`config.mk`:
```
export PLATFORM = sky130hd
export DESIGN_NAME = ip_fifo_wr_arb_flat
export DESIGN_NICKNAME = d
export VERILOG_FILES = /design/src/rtl/ip_fifo_wr_arb_if.sv /design/src/rtl/ip_fifo_wr_arb.sv /design/src/flat_wrapper.sv
export SDC_FILE = /design/constraint.sdc
export NUM_CORES = 1
export LEC_CHECK = 0
export BUFFER_PORTS_ARGS = -buffer_cell sky130_fd_sc_hd__buf_2
export CORE_MARGIN = 5
export CORE_UTILIZATION = 47
export CTS_CLUSTER_DIAMETER = 80
export DETAILED_ROUTE_END_ITERATION = 12
export GPL_ROUTABILITY_DRIVEN = 1
export PLACE_DENSITY = 0.84
export SETUP_SLACK_MARGIN = 0.2
export SYNTH_ARGS = -nofsm -noshare
export SYNTH_HDL_FRONTEND = slang
export SYNTH_SLANG_ARGS = --single-unit
```
`constraint.sdc`:
```
create_clock -name clk -period 6.35 [get_ports clk]
set_input_delay 0.635 -clock clk [delete_from_list [all_inputs] [get_ports clk]]
set_output_delay 0.635 -clock clk [all_outputs]
set_load 0.005 [all_outputs]
```
`src/rtl/ip_fifo_wr_arb_if.sv`:
```
// Requester / FIFO write-side bundle for ip_fifo_wr_arb.
// The arbiter takes the slave view; requesters and the FIFO model take the master view.
interface ip_fifo_wr_arb_if #(
    parameter int WIDTH = 8,
    parameter int NREQ  = 4,
    parameter int IDW   = $clog2(NREQ)
);
    logic [NREQ-1:0]       req_valid;
    logic [NREQ-1:0]       req_last;
    logic [NREQ*WIDTH-1:0] req_data;
    logic [NREQ-1:0]       req_ready;
    logic                  fifo_full;
    logic                  fifo_wr_en;
    logic [WIDTH-1:0]      fifo_din;
    logic [IDW-1:0]        grant_id;
    logic                  busy;

    modport master (
        output req_valid, req_last, req_data, fifo_full,
        input  req_ready, fifo_wr_en, fifo_din, grant_id, busy
    );

    modport slave (
        input  req_valid, req_last, req_data, fifo_full,
        output req_ready, fifo_wr_en, fifo_din, grant_id, busy
    );
endinterface

```
`src/rtl/ip_fifo_wr_arb.sv`:
```
// Round-robin arbiter sharing one FIFO write port among NREQ requesters.
// Grants are packet-locked: a requester keeps the port until its last beat is written.
module ip_fifo_wr_arb #(
    parameter int WIDTH = 8,
    parameter int NREQ  = 4,
    parameter int IDW   = $clog2(NREQ)
) (
    input  logic            clk,
    input  logic            rst,
    ip_fifo_wr_arb_if.slave arb
);

    typedef enum logic {IDLE, LOCKED} state_t;

    state_t         state;
    logic [IDW-1:0] owner;
    logic [IDW-1:0] rr_ptr;
    logic [IDW-1:0] scan_cand;
    logic [IDW-1:0] scan_idx;
    logic           scan_found;
    logic [IDW-1:0] cand;
    logic           accept;

    // Explicit compare keeps the wrap correct when NREQ is not a power of two.
    function automatic logic [IDW-1:0] wrap_inc(input logic [IDW-1:0] x);
        logic [IDW-1:0] r;
        if (x == IDW'(NREQ - 1)) begin
            r = '0;
        end else begin
            r = x + 1'b1;
        end
        return r;
    endfunction

    always_comb begin
        scan_cand  = '0;
        scan_found = 1'b0;
        scan_idx   = rr_ptr;
        for (int k = 0; k < NREQ; k++) begin
            if (!scan_found && arb.req_valid[scan_idx]) begin
                scan_cand  = scan_idx;
                scan_found = 1'b1;
            end
            scan_idx = wrap_inc(scan_idx);
        end
    end

    assign cand   = (state == LOCKED) ? owner : scan_cand;
    assign accept = arb.req_valid[cand] && !arb.fifo_full && rst;

    always_comb begin
        arb.req_ready       = '0;
        arb.req_ready[cand] = accept;
    end

    assign arb.fifo_wr_en = accept;
    assign arb.fifo_din   = arb.req_data[cand*WIDTH +: WIDTH];
    assign arb.grant_id   = rst ? cand : '0;
    assign arb.busy       = rst && (state == LOCKED);

    // Fairness is per packet: rr_ptr only moves when a last beat is written.
    always_ff @(posedge clk) begin
        if (!rst) begin
            state  <= IDLE;
            owner  <= '0;
            rr_ptr <= '0;
        end else if (accept) begin
            case (state)
                IDLE: begin
                    if (arb.req_last[cand]) begin
                        rr_ptr <= wrap_inc(cand);
                    end else begin
                        state <= LOCKED;
                        owner <= cand;
                    end
                end
                LOCKED: begin
                    if (arb.req_last[cand]) begin
                        state  <= IDLE;
                        rr_ptr <= wrap_inc(owner);
                    end
                end
            endcase
        end
    end

endmodule

```
`src/flat_wrapper.sv`:
```
// flat-port wrapper written by rule: the top's interface ports become plain ports
module ip_fifo_wr_arb_flat 
#(
    parameter int WIDTH = 8,
    parameter int NREQ  = 4,
    parameter int IDW   = $clog2(NREQ)
)
  (clk, rst, arb_req_valid, arb_req_last, arb_req_data, arb_fifo_full, arb_req_ready, arb_fifo_wr_en, arb_fifo_din, arb_grant_id, arb_busy);
  ip_fifo_wr_arb_if #(.WIDTH(WIDTH), .NREQ(NREQ), .IDW(IDW)) arb_i ();
  input  logic clk;
  input  logic rst;
  input wire logic [$bits(arb_i.req_valid)-1:0] arb_req_valid;
  input wire logic [$bits(arb_i.req_last)-1:0] arb_req_last;
  input wire logic [$bits(arb_i.req_data)-1:0] arb_req_data;
  input wire logic [$bits(arb_i.fifo_full)-1:0] arb_fifo_full;
  output wire logic [$bits(arb_i.req_ready)-1:0] arb_req_ready;
  output wire logic [$bits(arb_i.fifo_wr_en)-1:0] arb_fifo_wr_en;
  output wire logic [$bits(arb_i.fifo_din)-1:0] arb_fifo_din;
  output wire logic [$bits(arb_i.grant_id)-1:0] arb_grant_id;
  output wire logic [$bits(arb_i.busy)-1:0] arb_busy;
  assign arb_i.req_valid = arb_req_valid;
  assign arb_i.req_last = arb_req_last;
  assign arb_i.req_data = arb_req_data;
  assign arb_i.fifo_full = arb_fifo_full;
  assign arb_req_ready = arb_i.req_ready;
  assign arb_fifo_wr_en = arb_i.fifo_wr_en;
  assign arb_fifo_din = arb_i.fifo_din;
  assign arb_grant_id = arb_i.grant_id;
  assign arb_busy = arb_i.busy;
  ip_fifo_wr_arb #(.WIDTH(WIDTH), .NREQ(NREQ), .IDW(IDW)) u_core (.clk(clk), .rst(rst), .arb(arb_i));
endmodule
```
# Yosys cells after proc, flatten, opt, wreduce, memory -nomap -nowiden
# Cells that the tools add are included.
# classes
shift	1
n_mul	0
n_eq_ne	7
n_lt_le_gt_ge	6
addsub	5
n_mux	32
div	0
n_reduce_logical	13
bitwise	3
# ops
cell	count
$shiftx A32 B6 Y8	1
$mux W2	13
$lt A2 B3 Y1 const B	5
$bmux W1 S2	6
$mux W1	11
$add A2 B1 Y2 const B	5
$eq A2 B2 Y1 const B	5
$logic_and A1 B1 Y1	7
$reduce_and A3 Y1	2
$and A4 B4 Y4	1
$logic_not A1 Y1	4
$pmux W2 S2	1
$demux W1 S2	1
$ge A2 B1 Y1 const B	1
$ne A2 B1 Y1 const B	1
$ne A2 B2 Y1 const B	1
$not A1 Y1	2
# totals
n_memories	0
latchBits	0
mem_bits_rw	0
inputBits	43
rom_bits	0
reg_bits	5

# Depth between registers and ports, before layout
# Gate-level depths: netlist of run 1.
# depth
depth_word	18
depth_mapped	13
mapped_depth_nobuf	11

# Least setup slack after synthesis of run 1
# OpenSTA, ideal clock, no wires.
# synth_timing
path_type	input -> output
startpoint	in arb_req_valid[3]
endpoint	out arb_req_ready[3]
setup_slack_ns	2.944
t_arrival_ns	2.771
stages	9
required_time_ns	5.715
path_cell_list	buf_6 > mux4_2 > nor4b_1 > o21a_1 > o31a_1 > buf_1 > inv_1 > ha_1 > and2_1
# synth_between
elab_chain_len	18
# synth_lines
item	line_no	text
start, declared	flat_wrapper.sv:12	input wire logic [$bits(arb_i.req_valid)-1:0] arb_req_valid;
$bmux W1 S2	ip_fifo_wr_arb.sv:40	if (!scan_found && arb.req_valid[scan_idx]) begin
$mux W1 (implied by the code)	ip_fifo_wr_arb.sv:40	
$mux W1	ip_fifo_wr_arb.sv:40	
$logic_not A1 Y1	ip_fifo_wr_arb.sv:40	
$logic_and A1 B1 Y1	ip_fifo_wr_arb.sv:40	
$mux W1	ip_fifo_wr_arb.sv:40	
$logic_not A1 Y1	ip_fifo_wr_arb.sv:40	
$logic_and A1 B1 Y1	ip_fifo_wr_arb.sv:40	
[3 not listed]	--	
$mux W2 *	ip_fifo_wr_arb.sv:40	
$mux W2 *	ip_fifo_wr_arb.sv:48	assign cand = (state == LOCKED) ? owner : scan_cand;
via u_core.cand[1]	ip_fifo_wr_arb.sv:21	logic [IDW-1:0] cand;
$lt A2 B3 Y1 (implied by the code), or another cell as far along	ip_fifo_wr_arb.sv:53	arb.req_ready[cand] = accept;
$logic_and A1 B1 Y1 (implied by the code) / $mux W1 (equally long branches)	ip_fifo_wr_arb.sv:53, ip_fifo_wr_arb.sv:49	
$mux W1 (implied by the code) / $logic_and A1 B1 Y1 (equally long branches)	ip_fifo_wr_arb.sv:53, ip_fifo_wr_arb.sv:49	
$demux W1 S2 / $logic_and A1 B1 Y1 (equally long branches)	--	
$and A4 B4 Y4 (no source line) *	--	
end, declared	flat_wrapper.sv:16	output wire logic [$bits(arb_i.req_ready)-1:0] arb_req_ready;
# Mark *: on every way through the listed nets, which the timed path passes. The rest lies on a longest branch. The select of a mux whose other input is x is not followed.

# Worst setup path after layout of run 1
# layout_timing
startpoint	reg u_core.rr_ptr[0]
endpoint	out arb_req_ready[3]
# layout_between
elab_chain_len	18
# layout_lines
item	line_no	text
start, declared	ip_fifo_wr_arb.sv:17	logic [IDW-1:0] rr_ptr;
start signal, assigned	ip_fifo_wr_arb.sv:71	rr_ptr <= wrap_inc(cand);
start signal, assigned	ip_fifo_wr_arb.sv:80	rr_ptr <= wrap_inc(owner);
parallel branches: the longest is 11 deep, another holds $add A2 B1 Y2	--	
$mux W2 *	ip_fifo_wr_arb.sv:40	
$mux W2 *	ip_fifo_wr_arb.sv:48	
$lt A2 B3 Y1 (implied by the code), or another cell as far along	ip_fifo_wr_arb.sv:53	
$logic_and A1 B1 Y1 (implied by the code) / $mux W1 (equally long branches)	ip_fifo_wr_arb.sv:53, ip_fifo_wr_arb.sv:49	
$mux W1 (implied by the code) / $logic_and A1 B1 Y1 (equally long branches)	ip_fifo_wr_arb.sv:53, ip_fifo_wr_arb.sv:49	
$demux W1 S2 / $logic_and A1 B1 Y1 (equally long branches)	--	
$and A4 B4 Y4 (no source line) *	--	
# Every way passes the cells marked *. The select of a mux whose other input is x is not followed.

==> metrics.cfg, run 1 <==
[clock_tree]
path_clk_slew_ns=0.04
cts_buffer_depth=2
cts_tree=yes
clock_latency_ns=0.24
numCtsBuffers=3
numClockSinks=5
root_buffer=clkbuf_4
cts_resized=0
postCtsSetupRepairBufs=0
htree_levels=1
cts_hold_buf=0

[setup_path]
cp-start-kind=flop
cp-end-kind=primary output
crit_arrival_ns=3.74
worstSetupPathType=flop to primary output
cp_max_fo=16
critPathRequiredTime_ns=5.71

[pwr]
p_sw_uw=334
p_int_uw=363
combPwrFrac=0.836
ir_drop_uv=290
pwr-share-clk=0.053
swShare=0.479
p_seq_frac=0.111
power_leakage_uw=0.000621
power_density_nw_per_um2=532

[timing]
finClkSkew_ns=0.00555
maxSlewHeadroom=0.588
final_hold_viol_count=0
fin_crit_ns=4.38
maxSlewViolCount=0
tightest_slew_ns=0.617
rsz0062_at_grt=false
max_freq_ghz=0.228
period_share=0.689
finalSetupTns_ns=0
setup_viol=0

[grt]
track_usage=0.195
grt_use_met3=0.0325
grt_max_degree=17
grt_busiest_layer=met2
gr-total-overflow=0
gr-usage-met2=0.354
grt_pass1_wl_um=5090
met1_usage=0.229
antenna_found_initial=0
grt_pass1_vias=1117

[drt]
drt_pass1_iterations=4
wire_per_inst_um=17.3
drt_first_iter_violations=56
detail-route-antenna-nets=0
dr_total_vias=1120
drc=0
wirelength_um=3260
via_per_inst=5.93

[floorplan]
die_x_um=56.2
core-area_um2=2000
row_count=16
top_level_ports=59
chipHeight_um=56.2
dieArea_um2=3150
start_util=0.500

[layout]
fin_nets=212
syn_to_final_growth_pct=31.0
nFillCells=185
final_layout_size_suffix_gt1_frac=0.481
n_antenna_cell=0
fin_area_um2=1310
utilization=0.655

[synth]
ys_warn_count=0
synth_edf_count=0
yosysTopAreaCell=mux4_2
synthTopCellsByArea=mux4_2 20%, dfxtp_1 10%, ha_1 7.5%, mux2i_1 7.0%, nand2b_1 3.1%
synth-seq-area-share=0.100
syn_area_per_cell_um2=9.35
synth_nets=156
netlist_instances=107
synth_top_flop_cell=dfxtp_1
synth_top_area_frac=0.202
ys_ff_latch=5
ys_types=47
syn_area_um2=1000
async_reset_ff_frac=0

[place]
place_area_um2=1280
io_buffers=58
finalWeightedCongestion=0.946
dpl.hpwl_um=2650

[worst_hold_path]
hp-class=flop to flop

[status]
status=completed

[run]
cap_violations=0

[synth_stat cells (3+ instances only)]
| master | count |
|---|---|
| nor2_1 | 4 |
| ha_1 | 6 |
| and2_1 | 4 |
| nand2b_1 | 5 |
| dfxtp_1 | 5 |
| inv_1 | 6 |
| mux4_2 | 9 |
| nor3b_1 | 3 |
| mux2i_1 | 7 |
| o32ai_1 | 3 |
| nand2_1 | 8 |
| o21ai_0 | 3 |
[flip-flops by register name (all words and copies together), names as in the netlist]
signal,count
u_core.owner,2
u_core.rr_ptr,2
u_core.state,1
[per-stage QoR]
step	hold WS, ns	total power [µW]	std cells	setup WS [ns]
floorplan	0.481	509	107	2.94
global placement	0.520	634	185	2.32
detailed placement	0.527	656	185	2.22
CTS	0.533	701	189	1.99
global route	0.551	754	189	1.72
finish	0.537	697	189	1.97
[routing by layer]
layer  vias to the layer above  share of wire
met5                         -              0
met4                         0          0.014
met3                         6          0.054
met2                        45           0.55
li1                        534              -
met1                       535           0.38
[layout by cell type (no fill, tap or decap), types with 4 or more instances in the layout]
master / count
and2_1: 4
buf_2: 58
dfxtp_1: 5
ha_1: 6
inv_1: 6
mux2i_1: 7
mux4_2: 9
nand2_1: 8
nand2b_1: 5
nor2_1: 4
[path summary, 6_finish.rpt]
check / from / endpoint / slack, ns / depth (start not counted)
max reg2reg: u_core.rr_ptr[0] / u_core.owner[0] / 2.65 / 9
min: u_core.rr_ptr[1] / u_core.rr_ptr[1] / 0.54 / 2
max: u_core.rr_ptr[0] / arb_req_ready[3] / 1.97 / 10
min reg2reg: u_core.rr_ptr[1] / u_core.rr_ptr[1] / 0.54 / 2
[power groups by stage]
stage,combinational (µW),sequential (µW),clock (µW)
4_1_cts,586,76.6,37.5
2_1_floorplan,452,57.1,0
3_3_place_gp,559,75.3,0
5_1_grt,633,81.0,39.7
6_report,583,77.8,36.6
3_5_place_dp,579,77.1,0
[logic make-up after synthesis]
family,share of synthesized area
adders and majority gates,0.0750
DFF,0.100
muxes,0.310
AOI/OAI and AO/OA,0.221
buffers and inverters,0.0625
and+or+nand+nor,0.231
[final cells by class]
cell class                 instances  area (µm²)  area share
multi-input combinational         89         838       0.639
inverter                           6        22.5      0.0172
timing repair buffer              58         290       0.221
clock buffer                       4        26.3      0.0200
tap                               27        33.8      0.0258
sequential                         5         100      0.0763
[critical path: stages, from the launching register on]
cell	delay, ns
dfxtp_1	0.63
ha_1	0.40
or3b_1	0.41
o22ai_1	0.21
o21bai_1	0.13
o2111a_1	0.27
o31a_1	0.48
mux2_4	0.40
nor3_2	0.29
and2_1	0.18
buf_2	0.10
No activity file was read; power rests on OpenSTA's default activity.
==> run 2: changes to the inputs <==
--- a/config.mk
+++ b/config.mk
@@ -5,13 +5,14 @@
 export SDC_FILE = /design/constraint.sdc
 export NUM_CORES = 1
 export LEC_CHECK = 0
+export ABC_AREA = 1
 export BUFFER_PORTS_ARGS = -buffer_cell sky130_fd_sc_hd__buf_2
 export CORE_MARGIN = 5
-export CORE_UTILIZATION = 47
+export CORE_UTILIZATION = 44
 export CTS_CLUSTER_DIAMETER = 80
 export DETAILED_ROUTE_END_ITERATION = 12
 export GPL_ROUTABILITY_DRIVEN = 1
-export PLACE_DENSITY = 0.84
+export PLACE_DENSITY = 0.78
 export SETUP_SLACK_MARGIN = 0.2
 export SYNTH_ARGS = -nofsm -noshare
 export SYNTH_HDL_FRONTEND = slang
==> constraint.sdc (replaced) <==
create_clock -name clk -period 4.57 [get_ports clk]
set_input_delay 0.457 -clock clk [delete_from_list [all_inputs] [get_ports clk]]
set_output_delay 0.457 -clock clk [all_outputs]
set_load 0.005 [all_outputs]
==> run 2 against run 1 <==
- clock skew down 0.0040 ns
- non-clock buffer count did not move
- via count up 21%
- setup slack worse by 0.80 ns
- largest cell class unchanged
==> metrics.cfg, run 2 <==
[status]
status=completed

[setup_path]
crit_path_top_delay_cell=o21bai_4
cp-end-kind=primary output
crit_path_end=arb_req_ready[3]
crit_chain=ha_1 > inv_1 > nand2_1 > nand2_1 > nand2_1 > nand2_2 > nor2_2 > nand3_1 > nand2_2 > o21bai_4 > inv_2 > ha_1 > inv_1 > nor2_1 > buf_2
cp-startpoint=u_core.rr_ptr[0]
critPathRequiredTime_ns=4.11
rrSetupSlack_ns=1.65
reg2reg_depth=16
r2r_end=u_core.rr_ptr[1]
cp-start-kind=flop
r2r-start=u_core.rr_ptr[0]
crit_path_frequent_cell=nand2_1
cpPeakStageDelay_ns=0.45
worstSetupPathType=flop to primary output
cp_max_fo=24
crit_arrival_ns=2.95

[floorplan]
die_x_um=58.8
start_util=0.466
chipHeight_um=58.8
dieArea_um2=3460
row_count=17
top_level_ports=59
core-area_um2=2250

[synth]
synth_top_flop_cell=dfxtp_1
ys_types=22
synth_edf_count=0
ys_warn_count=0
netlist_instances=197
yosys-top-cells-count=54 x nand2_1, 31 x nor2_1, 29 x inv_1, 18 x nand3_1, 15 x o21ai_0
ys_ff_latch=5
async_reset_ff_frac=0
syn_area_per_cell_um2=5.33
synth_nets=246
synth_top_area_frac=0.193
yosysTopAreaCell=nand2_1
yosysMostFrequentCell=nand2_1
syn_area_um2=1050
synth-seq-area-share=0.0954
synthTopCellsByArea=nand2_1 19%, nor2_1 11%, inv_1 10%, dfxtp_1 9.5%, nand3_1 8.6%

[timing]
max_freq_ghz=0.294
rsz0062_at_grt=false
maxSlewViolCount=0
fin_crit_ns=3.40
tightest_slew_ns=0.551
finClkSkew_ns=0.00158
maxSlewHeadroom=0.632
finalSetupTns_ns=0
setup_viol=0
period_share=0.744
final_hold_viol_count=0

[place]
io_buffers=58
numPlacedInstances=278
dpl.hpwl_um=2470
finalWeightedCongestion=0.805

[drt]
drt_first_iter_violations=42
wirelength_um=3010
via_per_inst=4.79
drc=0
drt_pass1_iterations=4
wire_per_inst_um=10.7
dr_total_vias=1350
detail-route-antenna-nets=0

[layout]
n_antenna_cell=0
final_layout_size_suffix_gt1_frac=0.315
multi_input_area_um2=793
fin_nets=304
syn_to_final_growth_pct=29.7
final-seq-area_um2=100
final_cell_mix=58 x buf_2, 54 x nand2_1, 31 x nor2_1, 29 x inv_1, 18 x nand3_1
fin_cells=282
nFillCells=242
reg_top3=u_core.owner (2), u_core.rr_ptr (2), u_core.state (1)
layout_commonest_cell=buf_2

[clock_tree]
numClockSinks=5
cts_tree=yes
path_clk_slew_ns=0.04
postCtsSetupRepairBufs=0
cts_buffer_depth=2
htree_levels=1
cts_hold_buf=0
clock_latency_ns=0.25
cts_resized=0
numCtsBuffers=3
root_buffer=clkbuf_4

[grt]
grt_max_degree=25
grt_pass1_vias=1197
grt_pass1_wl_um=4910
gr-total-overflow=0
antenna_found_initial=0
track_usage=0.173

[pwr]
ir_drop_uv=563
power_leakage_uw=0.000822
power_density_nw_per_um2=935

[worst_hold_path]
hp-class=input port to flop

[run]
cap_violations=0

[run 2: changes by cell type in the layout (fill, tap and decap cells not counted), sizes merged, moves of 4 or more]
cell    delta
nand2     +55
nor2      +32
inv       +25
nand3     +17
o21ai     +14
mux4       -9
o22ai      +8
mux2i      -7
nand2b     -5
and2       -4
nor3b      -4
[run 2: how the worst min path moves through the flow]
stage,end,startpoint,depth (start not counted)
2_1_floorplan,u_core.owner[1],u_core.owner[1],4
3_3_place_gp,u_core.owner[1],u_core.owner[1],4
3_5_place_dp,u_core.owner[1],u_core.owner[1],4
4_1_cts,u_core.owner[1],rst,3
5_1_grt,u_core.owner[1],rst,3
6_report,u_core.rr_ptr[1],rst,3
[run 2: logic make-up (layout without fill, tap and decap cells)]
logic type	after synthesis	count (layout)	share of synthesized area
buffers and inverters	36	93	0.149
and+or+nand+nor	120	120	0.515
adders and majority gates	6	6	0.0715
DFF	5	5	0.0954
AOI/OAI and AO/OA	30	30	0.169
[run 2: cell type report]
| type | instances | share of cell area |
|---|---|---|
| inverter | 31 | 0.0855 |
| tap | 28 | 0.0257 |
| multi-input combinational | 156 | 0.583 |
| clock buffer | 4 | 0.0193 |
| sequential | 5 | 0.0735 |
| timing repair buffer | 58 | 0.213 |
[run 2: worst max-delay path, delay by kind of cell, from the launching register on]
kind	cells	cell delay, ns
buffers and inverters	4	0.60
AND/OR/NAND/NOR	8	0.59
flip-flops	1	0.44
AO/OA/AOI/OAI	1	0.45
adder cells (fa/ha/maj)	2	0.62
[run 2: per-stage QoR]
step | hold slack [ns] | util | setup WS, ns | instance area [µm²] | total power [µW]
after floorplan | 0.506 | - | 1.97 | 1050 | 984
after global placement | 0.527 | 0.592 | 1.45 | 1340 | 1220
after detailed placement | 0.526 | 0.592 | 1.44 | 1340 | 1220
after CTS | 0.488 | 0.604 | 1.15 | 1360 | 1280
after global routing | 0.507 | 0.604 | 0.812 | 1360 | 1460
final | 0.498 | 0.604 | 1.17 | 1360 | 1270
[run 2: layer usage]
metal,share of wire,track usage,wire [µm]
met1,0.44,0.217,1310
met2,0.49,0.300,1480
met3,0.058,0.0154,174
met4,0.015,0.0712,44
met5,0,0,0
[run 2: power by group]
part	total, µW	internal (µW)	leakage, µW	switching (µW)
Clock	52.1	33.1	0.0000150	19.1
Combinational	1140	426	0.000766	714
Sequential	80.8	60.9	0.0000407	19.8
Total	1270	520	0.000822	753
